$ cat config.mk
export PLATFORM = sky130hd
export DESIGN_NAME = sync_fifo
export DESIGN_NICKNAME = d
export VERILOG_FILES = /design/src/rtl/sync_fifo_pkg.sv /design/src/rtl/sync_fifo_ram.sv /design/src/rtl/sync_fifo.sv
export SDC_FILE = /design/constraint.sdc
export NUM_CORES = 1
export LEC_CHECK = 0
export ABC_AREA = 1
export ABC_CLOCK_PERIOD_IN_PS = 3200
export BUFFER_PORTS_ARGS = -buffer_cell sky130_fd_sc_hd__buf_2
export CAP_MARGIN = 30
export CELL_PAD_IN_SITES_DETAIL_PLACEMENT = 1
export CELL_PAD_IN_SITES_GLOBAL_PLACEMENT = 1
export CORE_MARGIN = 2
export CORE_UTILIZATION = 40
export DETAILED_ROUTE_END_ITERATION = 8
export GPL_TIMING_DRIVEN = 0
export MAX_ROUTING_LAYER = met4
export PLACE_DENSITY_LB_ADDON = 0.1
export SLEW_MARGIN = 10
export SYNTH_ARGS = -nofsm -noshare
export SYNTH_HDL_FRONTEND = slang
export SYNTH_HIERARCHICAL = 1
export SYNTH_SLANG_ARGS = --single-unit
$ cat constraint.sdc
create_clock -name clk -period 3.2 [get_ports clk]
set_clock_uncertainty 0.1 [all_clocks]
set_input_delay 0.32 -clock clk [delete_from_list [all_inputs] [get_ports clk]]
set_output_delay 0.32 -clock clk [all_outputs]
set_load 0.05 [all_outputs]
$ cat src/rtl/sync_fifo_pkg.sv
// Shared constants and helpers for the sync_fifo block.
//   DEFAULT_DATA_WIDTH    : default word width in bits
//   DEFAULT_ADDRESS_WIDTH : default log2 of FIFO depth
//   fifo_depth()          : number of words for a given address width
package sync_fifo_pkg;

   localparam int DEFAULT_DATA_WIDTH    = 8;
   localparam int DEFAULT_ADDRESS_WIDTH = 4;

   function automatic int fifo_depth(input int address_width);
      return 1 << address_width;
   endfunction

endpackage

$ cat src/rtl/sync_fifo_ram.sv
// Simple dual-port RAM used as FIFO storage when USE_RAM=1.
// Synchronous write, registered read; contents are never cleared.
//   clk        : clock
//   rst        : async active-low reset, clears only the read register
//   write_en   : write strobe
//   write_addr : write address
//   write_data : write data
//   read_en    : load read register from mem[read_addr]
//   read_addr  : read address
//   read_data  : registered read data
module sync_fifo_ram
   import sync_fifo_pkg::*;
#(
   parameter int DATA_WIDTH    = DEFAULT_DATA_WIDTH,
   parameter int ADDRESS_WIDTH = DEFAULT_ADDRESS_WIDTH
) (
   input  logic                     clk,
   input  logic                     rst,
   input  logic                     write_en,
   input  logic [ADDRESS_WIDTH-1:0] write_addr,
   input  logic [DATA_WIDTH-1:0]    write_data,
   input  logic                     read_en,
   input  logic [ADDRESS_WIDTH-1:0] read_addr,
   output logic [DATA_WIDTH-1:0]    read_data
);

   localparam int DEPTH = fifo_depth(ADDRESS_WIDTH);

   logic [DATA_WIDTH-1:0] mem [DEPTH];

   // No reset on the array so it maps onto block RAM.
   always_ff @(posedge clk) begin
      if (write_en) begin
         mem[write_addr] <= write_data;
      end
   end

   always_ff @(posedge clk or negedge rst) begin
      if (!rst) begin
         read_data <= '0;
      end else if (read_en) begin
         read_data <= mem[read_addr];
      end
   end

endmodule

$ cat src/rtl/sync_fifo.sv
// Single-clock synchronous FIFO, 2^ADDRESS_WIDTH words of DATA_WIDTH bits.
// USE_RAM=0: register array, first-word-fall-through data_out.
// USE_RAM=1: sync_fifo_ram storage, data_out loaded on each accepted pop.
// Optional macro SYNC_FIFO_ASSERT_EN enables simulation-only overflow,
// underflow and occupancy-range checks.
//   clk           : clock, rising edge
//   rst           : async active-low reset
//   data_in       : write data
//   write_en      : push request (ignored while full)
//   read_en       : pop request (ignored while empty)
//   data_out      : read data
//   empty         : occupancy == 0
//   full          : occupancy == depth
//   fifo_ocupancy : words stored, 0..depth
module sync_fifo
   import sync_fifo_pkg::*;
#(
   parameter int DATA_WIDTH    = DEFAULT_DATA_WIDTH,
   parameter int ADDRESS_WIDTH = DEFAULT_ADDRESS_WIDTH,
   parameter int USE_RAM       = 0
) (
   input  logic                     clk,
   input  logic                     rst,
   input  logic [DATA_WIDTH-1:0]    data_in,
   input  logic                     write_en,
   input  logic                     read_en,
   output logic [DATA_WIDTH-1:0]    data_out,
   output logic                     empty,
   output logic                     full,
   output logic [ADDRESS_WIDTH:0]   fifo_ocupancy
);

   localparam int DEPTH = fifo_depth(ADDRESS_WIDTH);
   localparam logic [ADDRESS_WIDTH:0] DEPTH_COUNT = (ADDRESS_WIDTH+1)'(DEPTH);

   logic [ADDRESS_WIDTH-1:0] wr_ptr;
   logic [ADDRESS_WIDTH-1:0] rd_ptr;
   logic                     push;
   logic                     pop;

   // Flags come from the registered count, so a push while full is dropped
   // even when a pop frees a slot on the same edge.
   assign empty = (fifo_ocupancy == '0);
   assign full  = (fifo_ocupancy == DEPTH_COUNT);
   assign push  = write_en && !full;
   assign pop   = read_en && !empty;

   // Pointers wrap naturally at 2^ADDRESS_WIDTH.
   always_ff @(posedge clk or negedge rst) begin
      if (!rst) begin
         wr_ptr        <= '0;
         rd_ptr        <= '0;
         fifo_ocupancy <= '0;
      end else begin
         if (push) begin
            wr_ptr <= wr_ptr + 1'b1;
         end
         if (pop) begin
            rd_ptr <= rd_ptr + 1'b1;
         end
         case ({push, pop})
            2'b10:   fifo_ocupancy <= fifo_ocupancy + 1'b1;
            2'b01:   fifo_ocupancy <= fifo_ocupancy - 1'b1;
            default: fifo_ocupancy <= fifo_ocupancy;
         endcase
      end
   end

   generate
      if (USE_RAM != 0) begin : g_ram
         sync_fifo_ram #(
            .DATA_WIDTH    (DATA_WIDTH),
            .ADDRESS_WIDTH (ADDRESS_WIDTH)
         ) u_ram (
            .clk        (clk),
            .rst        (rst),
            .write_en   (push),
            .write_addr (wr_ptr),
            .write_data (data_in),
            .read_en    (pop),
            .read_addr  (rd_ptr),
            .read_data  (data_out)
         );
      end else begin : g_reg
         logic [DATA_WIDTH-1:0] mem [DEPTH];

         always_ff @(posedge clk) begin
            if (push) begin
               mem[wr_ptr] <= data_in;
            end
         end

         // Head word is always presented; meaningless while empty.
         assign data_out = mem[rd_ptr];
      end
   endgenerate

`ifdef SYNC_FIFO_ASSERT_EN
   always @(posedge clk) begin
      if (rst) begin
         if (write_en && full) begin
            $display("sync_fifo warning: overflow, push while full at %0t", $time);
         end
         if (read_en && empty) begin
            $display("sync_fifo warning: underflow, pop while empty at %0t", $time);
         end
         if (fifo_ocupancy > DEPTH_COUNT) begin
            $error("sync_fifo: occupancy %0d exceeds depth at %0t", fifo_ocupancy, $time);
         end
      end
   end
`endif

endmodule

# [After elaboration in Yosys (flattened, before gate mapping)]
# Memory sizes are Yosys's and may differ from the RTL's.
# Cells that the tools add are included.
[op_classes] n_addsub=4 n_eq_ne=3 muxes=3 reduce_logical=6
[op_table] operator="$pmux 5 s2" n=1
[op_table] operator="$add 4x1->4 const B" n=2
[op_table] operator="$add 5x1->5 const B" n=1
[op_table] operator="$eq 5x5->1 const B" n=1
[op_table] operator="$logic_not 5->1" n=1
[op_table] operator="$sub 5x1->5 const B" n=1
[op_table] operator="$eq 2x1->1 const B" n=1
[op_table] operator="$eq 2x2->1 const B" n=1
[op_table] operator="$logic_and 1x1->1" n=2
[op_table] operator="$logic_not 1->1" n=2
[op_table] operator="$mux 1" n=2
[op_table] operator="$reduce_bool 2->1" n=1
[totals] reg_bits=13 mem_bits_rw=128 out_inout_bits=15 word_cells=20 memories=1
[mem_list] name="g_reg.mem" depth=16 width=8 read_ports=1 rd_ports_with_merged_regs=0 wr=1 line="sync_fifo.sv:85" source="logic [DATA_WIDTH-1:0] mem [DEPTH];"

# [Longest topological paths before layout]
[depth] word_depth=5 mapped_depth=15 depth_no_buf=15

# [Worst setup path after synthesis]
# No wires, ideal clock.
[synth_timing] path_kind="reg2reg" from="register fifo_ocupancy[0]" to="register fifo_ocupancy[4]" setup_ns=0.118 arrival_time_ns=2.229 required_time_ns=2.982 path_slack_ns=0.753 path_stages_with_launch=16 path_buffers=0 period_less_slack_ns=2.447 cell_sequence="dfrtp_1 > inv_1 > nand4_1 > nand2_1 > inv_1 > ha_1 > inv_1 > fa_1 > inv_1 > nand2_1 > nand2_1 > nand2_1 > nand2_1 > nand2_1 > nand2_1 > nand2_1"
[synth_between] elab_chain_cells=5
[synth_rtl] element="start: declaration" line="sync_fifo.sv:30" source="output logic [ADDRESS_WIDTH:0] fifo_ocupancy"
[synth_rtl] element="start signal: assignment" line="sync_fifo.sv:62" source="2'b10: fifo_ocupancy <= fifo_ocupancy + 1'b1;"
[synth_rtl] element="start signal: assignment" line="sync_fifo.sv:63" source="2'b01: fifo_ocupancy <= fifo_ocupancy - 1'b1;"
[synth_rtl] element="start signal: assignment" line="sync_fifo.sv:64" source="default: fifo_ocupancy <= fifo_ocupancy;"
[synth_rtl] element="$logic_not 5->1 *" line="sync_fifo.sv:43" source="assign empty = (fifo_ocupancy == '0);"
[synth_rtl] element="$logic_not 1->1 *" line="sync_fifo.sv:46" source="assign pop = read_en && !empty;"
[synth_rtl] element="$logic_and 1x1->1 *" line="sync_fifo.sv:46"
[synth_rtl] element="via pop" line="sync_fifo.sv:39" source="logic pop;"
[synth_rtl] element="$eq 2x1->1 / $eq 2x2->1 (equally long branches)" line="sync_fifo.sv:61" source="case ({push, pop})"
[synth_rtl] element="$pmux 5 s2 / $reduce_bool 2->1 (equally long branches)"
# The timed path passes the listed nets; every way through them passes the cells marked *.
# A chain may end at the register's enable or synchronous reset.

# [Final worst setup path]
[layout_timing] from="register rd_ptr[1]" to="output data_out[3]"
[layout_between] elab_chain_cells=1
[layout_rtl] element="start: declaration" line="sync_fifo.sv:37" source="logic [ADDRESS_WIDTH-1:0] rd_ptr;"
[layout_rtl] element="start signal: assignment" line="sync_fifo.sv:59" source="rd_ptr <= rd_ptr + 1'b1;"
[layout_rtl] element="$mem_v2 16x8"
[layout_rtl] element="end: declaration" line="sync_fifo.sv:27" source="output logic [DATA_WIDTH-1:0] data_out,"
# Every way passes these cells.

==> impl_metrics.py <==
metrics = {
    "finish": {
        "design_area_um2": 7220,
        "final_core_util_pct": 47.5,
        "fillerInstances": 1720,
        "drive_gt1_share_pct": 11.5,
        "n_antenna_cell": 0,
        "final_nets": 690,
        "syn2layout_area_growth_pct": 15.8,
    },
    "synth": {
        "syn_avg_cell_area_um2": 10.0,
        "synth_enable_flop_cells": 128,
        "yosys-top-cells-count": "nand2_1 (239), edfxtp_1 (128), inv_1 (68)",
        "syn-cell-area_um2": 6230,
        "yosysWarningCount": 6,
        "synth.top_cell.area_share_pct": 61.7,
        "ys_seq_area_share_pct": 66.9,
        "synth.area.top_cells": "edfxtp_1 (62%), nand2_1 (14%), dfrtp_1 (5.2%)",
        "synth.distinct_cells": 21,
        "synth.most_common_cell": "nand2_1",
        "yosys.area.top_type": "edfxtp_1",
        "syn-num-nets": 643,
        "synthFlopType": "edfxtp_1",
        "ys_async_sr_fraction_pct": 9.22,
        "ys_ff_latch": 141,
        "synth_cells": 621,
    },
    "place": {
        "placed_area_um2": 6600,
        "dp_hpwl_mm": 11.3,
        "portBuffers": 26,
        "place.gp.congestion": 0.794,
        "dp_slack_ps": 739,
    },
    "critical_path": {
        "crit_slowest_cell": "dfrtp_1",
        "required_ps": 2780,
        "crit_arrival_ps": 2250,
        "worst-setup-path-type": "reg2out",
        "worstPathCellList": "buf_6, inv_1, buf_2, nand3_1, nand3_1, nand2_1, nand2_1, buf_2",
        "crit_buf_inv": 4,
        "critPathTopFamily": "buffers and inverters",
        "slowest_delay_ps": 430,
        "crit_path_max_fanout": 10,
        "critPathCaptureType": "primary output",
        "cp-start-kind": "flip-flop",
    },
    "timing": {
        "rsz0062_at_grt": "no",
        "setup_tns_ps": 0,
        "worst_slack_ps": 527,
        "relSlewSlack_pct": 43.5,
        "worst_slew_pin_slew_ps": 844,
        "fmax_mhz": 374,
        "hold_viol_final": 0,
        "fin_crit_ps": 2670,
        "fin_crit_sh_pct": 83.5,
        "finalSetupViolations": 0,
        "drv_slew": 0,
    },
    "drt": {
        "final_antenna_net_count": 0,
        "vias": 4264,
        "post_drt_via_cell_ratio": 4.91,
        "drt_wl_total_mm": 16.5,
        "wire_per_inst_um": 19.0,
        "route.detailed.drc": 0,
        "firstDrtPassIters": 4,
        "drt_iter0_drc": 286,
    },
    "pwr": {
        "cellPowerDensity_nw_per_um2": 1010,
        "p_leak_nw": 3.13,
        "irDropWorstVdd_uv": 706,
    },
    "run_status": {
        "outcome": "complete, no violations",
    },
    "global_routing": {
        "grt_pass1_vias": 4513,
        "antenna_found_initial": 0,
        "grt_start_max_net_pins": 17,
        "grtUsageTotal_pct": 22.5,
        "gr-total-overflow": 0,
        "grt_pass1_wl_mm": 25.8,
    },
    "clock_tree": {
        "cts-root-buf": "clkbuf_16",
        "post_cts_resized": 0,
        "cts_max_level": 4,
        "cts_tree": "built",
        "cts_buffer_depth": 2,
        "cts_inserted_buffers": 17,
        "path_clk_slew_ps": 60,
        "clock_latency_ps": 420,
        "clock_sinks": 141,
    },
    "hold_path": {
        "hold_class": "in2reg",
    },
    "floorplanning": {
        "start_util_pct": 41.0,
        "coreArea_um2": 15200,
        "die_x_um": 129,
        "ios": 27,
        "die_area_um2": 16600,
        "die-height_um": 129,
        "row_count": 45,
    },
    "flow_run": {
        "cap_violations": 0,
    },
}
## worst min-delay path, stage by stage
cell     delay [ps]
buf_2            80
nand2_2         110
nand2_1          90
nand2_1          50
## final timing paths
check	start	endpoint	slack, ps	cells past startpoint
worst max-delay path	rd_ptr[1]	data_out[3]	530	8
worst min-delay path	write_en	wr_ptr[3]	160	4
worst max register to register	fifo_ocupancy[1]	fifo_ocupancy[4]	810	11
worst min register to register	fifo_ocupancy[0]	fifo_ocupancy[0]	420	1
max in group asynchronous	rst	rd_ptr[1]	2520	2
min in group asynchronous	rst	fifo_ocupancy[2]	220	2
## through the flow
step	total power [W]	hold WS, ps	cells
2_1_floorplan	0.00439	-75.6	621
3_3_place_gp	0.00525	135	835
3_5_place_dp	0.00532	146	835
4_1_cts	0.00738	145	868
5_1_grt	0.00776	165	869
6_report	0.00732	163	869
## report_power, final
group | leakage, nW | switching (W) | internal, W
Combinational | 1.52 | 0.00216 | 0.000729
Sequential | 1.32 | 0.000122 | 0.00225
Clock | 0.292 | 0.000766 | 0.00129
Total | 3.13 | 0.00305 | 0.00427
## layout by cell type (no fill, tap or decap), drive strengths merged
| cell type | instances |
|---|---|
| xnor2 | 3 |
| clkinv | 8 |
| nor2 | 68 |
| dfrtp | 13 |
| fa | 1 |
| dlygate4sd3 | 1 |
| buf | 45 |
| or2 | 1 |
| o21ai | 5 |
| clkinvlp | 2 |
| nand2 | 240 |
| xor2 | 5 |
| ha | 9 |
| bufinv | 4 |
| inv | 71 |
| clkbuf | 21 |
| edfxtp | 128 |
| nand4 | 3 |
| nand3 | 53 |
## sequential cells by signal (all words and copies together), names as in the netlist
register       cells
rd_ptr             4
g_reg.mem        128
wr_ptr             4
fifo_ocupancy      5
## metal layers
| metal | part of all wire (%) | vias to the layer above | track usage, % | wire length [µm] |
|---|---|---|---|---|
| li1 | - | 2085 | - | - |
| met1 | 46 | 2046 | 28.9 | 7640 |
| met2 | 47 | 105 | 34.6 | 7740 |
| met3 | 4.5 | 28 | 4.91 | 737 |
| met4 | 2.4 | 0 | 9.34 | 390 |
| met5 | 0 | - | - | 0 |
## layout make-up
type / instances / area [µm²] / share of cell area, %
Tap cell: 188 / 235 / 3.26
Multi-Input combinational cell: 388 / 1680 / 23.3
Sequential cell: 141 / 4170 / 57.8
Clock buffer: 18 / 429 / 5.95
Buffer: 21 / 111 / 1.54
Inverter: 71 / 267 / 3.69
Clock inverter: 14 / 175 / 2.43
Timing Repair Buffer: 28 / 148 / 2.05
## cell families (layout without fill, tap and decap cells)
group	after synthesis	after routing	synth area share, %
buffers and inverters	92	152	6.06
XOR/XNOR	8	8	1.12
flip-flops	141	141	66.9
AND/OR/NAND/NOR	365	365	23.4
AO/OA/AOI/OAI	5	5	0.402
adder cells (fa/ha/maj)	10	10	2.13
## timing repair
action | CTS | global route
hold buffers | 1 | 0
buffers inserted | 0 | 0
hold endpoints to repair | 13 | 0
Note: power is estimated with default switching activity, not from simulation.
